### config.mk
export PLATFORM = sky130hd
export DESIGN_NAME = coherence_bus_ctrl
export DESIGN_NICKNAME = d
export VERILOG_FILES = /design/src/rtl/coherence_pkg.sv /design/src/rtl/cpu_types_pkg.sv /design/src/rtl/bus_rr_arbiter.sv /design/src/rtl/coherence_bus_ctrl.sv
export SDC_FILE = /design/constraint.sdc
export NUM_CORES = 1
export LEC_CHECK = 0
export ABC_AREA = 1
export ABC_CLOCK_PERIOD_IN_PS = 2440
export BUFFER_PORTS_ARGS = -buffer_cell sky130_fd_sc_hd__buf_4
export CORE_AREA = 2 2 143 145
export DETAILED_ROUTE_END_ITERATION = 16
export DIE_AREA = 0 0 145 147
export GPL_TIMING_DRIVEN = 0
export RECOVER_POWER = 100
export SYNTH_ARGS = -nofsm -noshare
export SYNTH_HDL_FRONTEND = slang
export SYNTH_SLANG_ARGS = --single-unit
### constraint.sdc
create_clock -name CLK -period 2.44 [get_ports CLK]
set_clock_uncertainty 0.2 [all_clocks]
set_input_delay 0.61 -clock CLK [delete_from_list [all_inputs] [get_ports CLK]]
set_output_delay 0.61 -clock CLK [all_outputs]
set_load 0.01 [all_outputs]
### src/rtl/coherence_pkg.sv
// Coherent bus controller state encoding and small index helper.
package coherence_pkg;
    typedef enum logic [2:0] {IDLE, WB, SNOOP, C2C1, C2C2, RAM1, RAM2} bus_state_t;

    function automatic logic peer_of(input logic idx);
        return ~idx;
    endfunction
endpackage

### src/rtl/cpu_types_pkg.sv
// Shared CPU-side types: bus word and RAM handshake state.
package cpu_types_pkg;
    parameter int WORD_W = 32;
    typedef logic [WORD_W-1:0] word_t;
    typedef enum logic [1:0] {FREE, BUSY, ACCESS, ERROR} ramstate_t;
endpackage

### src/rtl/bus_rr_arbiter.sv
// Two-requester round-robin arbiter; the pointer moves to the loser on each grant.
module bus_rr_arbiter (
    input  logic       CLK,
    input  logic       nRST,
    input  logic [1:0] req,
    input  logic       advance,
    output logic       grant
);
    logic ptr;

    always_comb begin
        grant = 1'b0;
        case (req)
            2'b11:   grant = ptr;
            2'b10:   grant = 1'b1;
            default: grant = 1'b0;
        endcase
    end

    always_ff @(posedge CLK or negedge nRST) begin
        if (!nRST)
            ptr <= 1'b0;
        else if (advance)
            ptr <= ~grant;
    end
endmodule

### src/rtl/coherence_bus_ctrl.sv
// Memory-side responder for two coherent data caches: arbitration, snooping, C2C/RAM service.
// Optional BUS_STATS_EN adds completion counters c2c_count / ramld_count.
module coherence_bus_ctrl
    import coherence_pkg::*;
    import cpu_types_pkg::*;
#(
    parameter int NCACHE = 2,
    parameter int ADDR_W = 32
) (
    input  logic                           CLK,
    input  logic                           nRST,
    input  logic [NCACHE-1:0]              dREN,
    input  logic [NCACHE-1:0]              dWEN,
    input  logic [NCACHE-1:0][ADDR_W-1:0]  daddr,
    input  logic [NCACHE-1:0][ADDR_W-1:0]  dstore,
    input  logic [NCACHE-1:0]              cctrans,
    input  logic [NCACHE-1:0]              ccwrite,
    output logic [NCACHE-1:0]              dwait,
    output logic [NCACHE-1:0][ADDR_W-1:0]  dload,
    output logic [NCACHE-1:0]              ccwait,
    output logic [NCACHE-1:0]              ccinv,
    output logic [NCACHE-1:0][ADDR_W-1:0]  ccsnoopaddr,
    output logic                           ramREN,
    output logic                           ramWEN,
    output logic [ADDR_W-1:0]              ramaddr,
    output logic [ADDR_W-1:0]              ramstore,
    input  logic [ADDR_W-1:0]              ramload,
    input  ramstate_t                      ramstate
`ifdef BUS_STATS_EN
    ,
    output word_t                          c2c_count,
    output word_t                          ramld_count
`endif
);
    bus_state_t state, state_nxt;
    logic       gnt;
    logic       arb_gnt;
    logic       arb_adv;
    logic       r;
    logic       s;
    logic       ram_done;

    assign r        = gnt;
    assign s        = peer_of(gnt);
    assign ram_done = (ramstate == ACCESS);

    bus_rr_arbiter u_arb (
        .CLK     (CLK),
        .nRST    (nRST),
        .req     (dREN | dWEN),
        .advance (arb_adv),
        .grant   (arb_gnt)
    );

    always_ff @(posedge CLK or negedge nRST) begin
        if (!nRST) begin
            state <= IDLE;
            gnt   <= 1'b0;
        end else begin
            state <= state_nxt;
            if (state == IDLE)
                gnt <= arb_gnt;
        end
    end

    always_comb begin
        state_nxt = state;
        arb_adv   = 1'b0;
        case (state)
            IDLE: begin
                if (|(dREN | dWEN)) begin
                    arb_adv = 1'b1;
                    // A store that is not also a coherent read is a writeback/flush
                    if (dWEN[arb_gnt] && !(dREN[arb_gnt] && cctrans[arb_gnt]))
                        state_nxt = WB;
                    else
                        state_nxt = SNOOP;
                end
            end
            WB:    if (!dWEN[r]) state_nxt = IDLE;
            SNOOP: if (cctrans[s]) state_nxt = ccwrite[s] ? C2C1 : RAM1;
            C2C1:  if (ram_done) state_nxt = C2C2;
            C2C2:  if (ram_done) state_nxt = IDLE;
            RAM1:  if (ram_done) state_nxt = RAM2;
            RAM2:  if (ram_done) state_nxt = IDLE;
            default: state_nxt = IDLE;
        endcase
    end

    always_comb begin
        dwait       = '1;
        dload       = '0;
        ccwait      = '0;
        ccinv       = '0;
        ccsnoopaddr = '0;
        ramREN      = 1'b0;
        ramWEN      = 1'b0;
        ramaddr     = '0;
        ramstore    = '0;
        case (state)
            WB: begin
                // Strobe follows dWEN so the release cycle issues no stray write
                ramWEN   = dWEN[r];
                ramaddr  = daddr[r];
                ramstore = dstore[r];
                dwait[r] = !(ram_done && dWEN[r]);
            end
            SNOOP, C2C1, C2C2, RAM1, RAM2: begin
                ccwait[s]      = 1'b1;
                ccsnoopaddr[s] = daddr[r];
                ccinv[s]       = ccwrite[r];
                if (state == C2C1 || state == C2C2) begin
                    ramWEN   = 1'b1;
                    ramaddr  = daddr[s];
                    ramstore = dstore[s];
                    dload[r] = dstore[s];
                    if (ram_done) begin
                        dwait[s] = 1'b0;
                        dwait[r] = 1'b0;
                    end
                end else if (state == RAM1 || state == RAM2) begin
                    ramREN   = 1'b1;
                    ramaddr  = daddr[r];
                    dload[r] = ramload;
                    if (ram_done)
                        dwait[r] = 1'b0;
                end
            end
            default: ;
        endcase
    end

`ifdef BUS_STATS_EN
    always_ff @(posedge CLK or negedge nRST) begin
        if (!nRST) begin
            c2c_count   <= '0;
            ramld_count <= '0;
        end else begin
            if (state == C2C2 && ram_done)
                c2c_count <= c2c_count + 32'd1;
            if (state == RAM2 && ram_done)
                ramld_count <= ramld_count + 32'd1;
        end
    end
`endif
endmodule
[Word level (Yosys, flattened, before mapping)]
Cells that the tools add are included.
Cells by class
  $lt $le $gt $ge: 5
  equality and inequality tests: 15
  multiplexer cells: 63
  bitwise gates (word level): 11
  reductions and logical operators: 14
Operator list (number)
  $mux W32: 13
  $mux W64: 4
  $and A64 B64 Y64: 3
  $pmux W32 S2: 2
  $demux W32 S1: 2
  $mux W1: 22
  $mux W3: 7
  $pmux W3 S6: 1
  $mux W2: 7
  $eq A3 B3 Y1 const B: 3
  $ne A2 B2 Y1 const B: 4
  $eq A2 B2 Y1 const B: 3
  $eq A3 B2 Y1 const B: 2
  $lt A1 B2 Y1 const B: 3
  $reduce_and A6 Y1: 1
  $logic_and A1 B1 Y1: 5
  $reduce_or A5 Y1: 1
  $and A2 B2 Y2: 2
  $ne A2 B1 Y1 const B: 2
  $not A2 Y2: 2
  $or A2 B2 Y2: 2
  $pmux W1 S2: 2
  $pmux W2 S2: 1
  $reduce_or A2 Y1: 2
  other kinds (7): 12
Word-level totals
  register bits after elaboration: 5
  input port bits: 172
  output and inout bits: 200
  word-level logic and storage cells: 111

[Longest topological paths before layout]
  depth in word-level cells: 11
  gate-level depth with buffers: 9
  depth with buffers taken out: 9

[By module]
A second synthesis with hierarchy kept.
Unflattened totals
  cells, all modules: 816
  area total of the unflattened synthesis: 3837.4 µm²
Modules (own cells, without submodules)
  coherence_bus_ctrl: times used 1, cells an instance 808, area each 3783.6 µm², sequential area each 100.1 µm²
  bus_rr_arbiter: times used 1, cells an instance 8, area each 53.8 µm², sequential area each 25.0 µm²

[Least setup slack after synthesis]
OpenSTA, ideal clock, no wires.
  path kind: register to output
  from: reg state[1]
  to: out ramstore[0]
  arrival: 1375 ps
  setup slack: 255 ps
  cell stages (with the launch flop): 7
  path buffers: 1
  cell sequence: dfrtp_1 > inv_2 > nand2_4 > o21ai_4 > nand2_4 > buf_2 > o211ai_1
On the way
  cells in the longest elaborated chain, start to end: 4
  elaborated cells between the ends (all ways): 10
  classes of those cells: eq/ne: 6; mux: 2; reduce/logical: 2
Ends and longest elaborated chain
  start, declared: RTL line coherence_bus_ctrl.sv:35  | bus_state_t state, state_nxt;
  start signal, assigned: RTL line coherence_bus_ctrl.sv:60  | state <= state_nxt;
  $eq A3 B2 Y1 / $eq A3 B3 Y1 (equally long branches): RTL line coherence_bus_ctrl.sv:100, coherence_bus_ctrl.sv:112
  $logic_or A1 B1 Y1: RTL line coherence_bus_ctrl.sv:112  | if (state == C2C1 || state == C2C2) begin
  $mux W32: RTL line coherence_bus_ctrl.sv:112
  $pmux W32 S2 *: RTL line coherence_bus_ctrl.sv:100  | case (state)
  end, declared: RTL line coherence_bus_ctrl.sv:26  | output logic [ADDR_W-1:0] ramstore,
Every way passes the cells marked *; elsewhere a longest branch is shown, timed or not.

[Final worst setup path]
  from: reg state[1]
  to: out ramaddr[31]
On the way
  cells in the longest elaborated chain, start to end: 5
  elaborated cells between the ends (all ways): 12
  classes of those cells: eq/ne: 6; mux: 3; reduce/logical: 3
Ends and longest elaborated chain
  $eq A3 B3 Y1: RTL line coherence_bus_ctrl.sv:100, coherence_bus_ctrl.sv:121
  $logic_or A1 B1 Y1: RTL line coherence_bus_ctrl.sv:121  | end else if (state == RAM1 || state == RAM2) begin
  $mux W32: RTL line coherence_bus_ctrl.sv:121
  $mux W32: RTL line coherence_bus_ctrl.sv:112
  $pmux W32 S2 *: RTL line coherence_bus_ctrl.sv:100
  end, declared: RTL line coherence_bus_ctrl.sv:25  | output logic [ADDR_W-1:0] ramaddr,
Marked as above.

==> flow_summary.yaml <==
outcome:
  status: "finished with violations"
  violations: "setup timing"
power_and_ir_drop:
  power.total_mw: 9.64
  switchingPower_mw: 4.97
  internal_power_mw: 4.67
  combPwrFrac_pct: 95.5
  leakage_nw: 4.86
  p_sw_share_pct: 51.6
  pwr-share-seq_pct: 1.7
  power_density_nw_per_um2: 1100
  clockPowerShare_pct: 2.8
  max-vdd-ir-drop_mv: 0.436
yosys:
  mappedNetlistArea_sq_um: 3550
  ys_ff_latch: 5
  synth.distinct_cells: 32
  synth.top_cell.area_share_pct: 14.7
  postSynthAreaPerCell_sq_um: 5.05
  synthMuxAreaShare_pct: 0
  synth_area_leaders: "nand2_1 (15%), inv_1 (11%), o21ai_0 (9.9%), o211ai_1 (9.5%), nor2_1 (9.2%)"
  ys_warn_count: 0
  yosysSeqAreaShare_pct: 3.53
  synth_top_family_by_area: "simple AND/OR/NAND/NOR gates"
  netlist_instances: 702
  synth_fp_nets: 874
  yosys.area_share.simple_pct: 39.1
  synth-compound-area-share_pct: 36.8
  yosysTopAreaCell: "nand2_1"
  synth-xor-area-share_pct: 0
  synth_fa_ha_area_share_pct: 0
clock_network:
  cts_buffers: 3
  worstSkewPairLatency_ns: 0.23
  htree_levels: 1
  root_buffer: "clkbuf_16"
  clk_transition_reported_paths_ns: 0.03
  clockBufferDepth: 2
  cts_sinks: 5
  cts_tree: "built"
min_path:
  hp-class: "reg -> reg"
sta:
  fin_crit_sh_pct: 110
  setup_violations: 143
  hold_viol: 0
  fin_crit_ns: 2.67
  slew-limit-headroom_pct: 77.5
  drv_slew: 0
  rsz0062_at_grt: "yes"
  tightest_slew_ns: 0.337
  fmax_mhz: 374
  hold_slack_ns: 0.356
  fin_ws_ns: -0.232
place:
  dpl_cell_area_sq_um: 6670
  port_buffers: 371
  gp_congestion: 0.921
  dp_hpwl_mm: 19.5
worst_setup_path:
  cp-end-kind: "primary output"
  slowest_delay_ns: 0.43
  crit_slowest_cell: "dfrtp_2"
  cp.required_ns: 1.63
  path_common_cell: "buf_12"
  crit_type: "reg -> out"
  arrival_ns: 1.86
  worst-path-buf-inv: 5
  regToRegSetupSlack_ns: 0.65
  worstPathMaxFanout: 7
  start_kind: "flip-flop"
  path_cells: "inv_2, nand2_4, o21ai_4, buf_12, nand2_8, inv_12, buf_12, nand2_1, o211ai_1, buf_4"
  crit_family: "buffers and inverters"
run:
  max-cap-violations: 0
die:
  die_w_um: 145
  die_h_um: 147
  io_pins: 372
  start_util_pct: 17.9
  design.core.area_sq_um: 19800
  die-area_sq_um: 21300
  rows: 52
finish:
  drive_gt1_share_pct: 59.3
  regArea_sq_um: 128
  final_util_pct: 44.2
  final_area_sq_um: 8780
  nFillCells: 1994
  finalNetCount: 1307
  syn_to_final_growth_pct: 147
  multi_input_area_sq_um: 3580
  antenna_cells: 0
detailed_routing:
  vias: 6714
  wl_per_cell_um: 18.7
  dr.pass1.iters: 5
  viasPerCell: 4.78
  drt_iter0_markers: 284
  final_antenna_net_count: 0
  postRouteWirelength_mm: 26.2
  route.detailed.drc: 0
global_routing:
  grt_usage_pct: 22.0
  grt_pass1_vias: 6434
  grt_overflow: 0
  grt_antenna_before_repair: 0
  grt_max_degree: 17
  grt_pass1_wl_mm: 37.3
## per-layer routing
| metal | share of wire (%) | track usage [%] |
|---|---|---|
| met5 | 0 | 0 |
| met1 | 38 | 26.6 |
| met4 | 3.7 | 7.52 |
| met3 | 7.5 | 3.76 |
| met2 | 50 | 39.6 |
## registers in the layout, indices dropped and copies added (netlist names)
name       flops
gnt            1
u_arb.ptr      1
state          3
## metrics by stage
stage,worst slack (ns),std cells,TNS [ns]
after floorplan,0.255,702,0
after global placement,-0.321,1343,-30.57
after detailed placement,-0.336,1343,-31.51
after CTS,-0.217,1389,-17.76
after global routing,-0.309,1404,-29.94
final,-0.232,1404,-18.97
## Yosys cell counts
library cell / instances
o21ai_1: 43
o21a_1: 1
nor2_4: 2
buf_4: 6
o211ai_2: 2
nor2_1: 87
nand3_1: 30
nor3_1: 16
nand2_4: 3
o21bai_1: 1
dfrtp_1: 5
o21ai_4: 1
nand2_2: 13
o21ai_0: 70
o21ai_2: 4
buf_2: 28
nand3_2: 1
nand4_1: 1
inv_4: 5
buf_6: 4
nor2_2: 1
nor3_4: 1
nand2_1: 139
nor2_8: 1
o31ai_1: 2
o22ai_1: 46
inv_1: 105
inv_2: 5
a21boi_0: 1
or2_2: 18
o211ai_1: 45
clkbuf_1: 15
## cell usage in the layout, fill, tap and decap left out, types with 4 or more instances in the layout
cell type	n
nand2_2	4
nand2_8	6
clkbuf_16	7
buf_12	11
nand3_1	18
nand3_2	12
buf_8	12
o21ai_1	4
o21ai_2	51
o22ai_1	30
nand2_1	96
nor2_1	84
inv_1	104
o21ai_4	6
buf_4	383
buf_6	51
clkbuf_4	5
nand2_4	49
clkbuf_2	8
o22ai_2	13
nor3_1	12
o211ai_1	45
inv_4	5
or2_2	17
o21ai_0	57
## cell families after synthesis
group / after synthesis
buffers and inverters: 168
AOI/OAI and AO/OA: 216
DFF: 5
and+or+nand+nor: 313
## final cells by class
cell class	instances	share of cell area [%]
multi-input cells	529	40.8
repair buffers	428	40.7
plain buffers	52	6.44
inverters	115	5.67
well taps	270	3.85
flip-flops and latches	5	1.45
clock buffers	4	0.898
repair inverters	1	0.185
## timing repair
action                                  4_1_cts  5_1_grt
gates cloned                                  7        4
hold buffers                                  1        0
gates resized for setup                     224      166
buffers inserted                             35       13
hold endpoints to repair                      5        0
pin swaps                                    10       33
endpoints found under the setup margin      191      171
## path summary, 6_finish.rpt
check | from | to | depth (start not counted)
worst max-delay path | state[1] | ramaddr[31] | 10
worst min-delay path | u_arb.ptr | u_arb.ptr | 4
worst max register to register | state[1] | state[1] | 10
worst min register to register | u_arb.ptr | u_arb.ptr | 4
max in group asynchronous | nRST | state[1] | 2
min in group asynchronous | nRST | gnt | 2
## power groups by stage
stage | Sequential, mW | Combinational (mW) | Clock, mW
after global placement | 0.158 | 6.79 | 0
final | 0.162 | 9.21 | 0.268
after global routing | 0.167 | 9.78 | 0.278
after floorplan | 0.151 | 3.44 | 0
after detailed placement | 0.158 | 6.79 | 0
after CTS | 0.155 | 8.25 | 0.274
## worst register-to-register path: stages, from the launching register on
cell and delay [ns]:
dfrtp_2 0.43, inv_2 0.09, nand2_4 0.07, buf_4 0.13
buf_4 0.13, nor2_1 0.23, nand3_1 0.16, inv_1 0.08
nor2_1 0.06, nand2_1 0.06, nand2_1 0.04
Note: power is estimated with default switching activity, not from simulation.
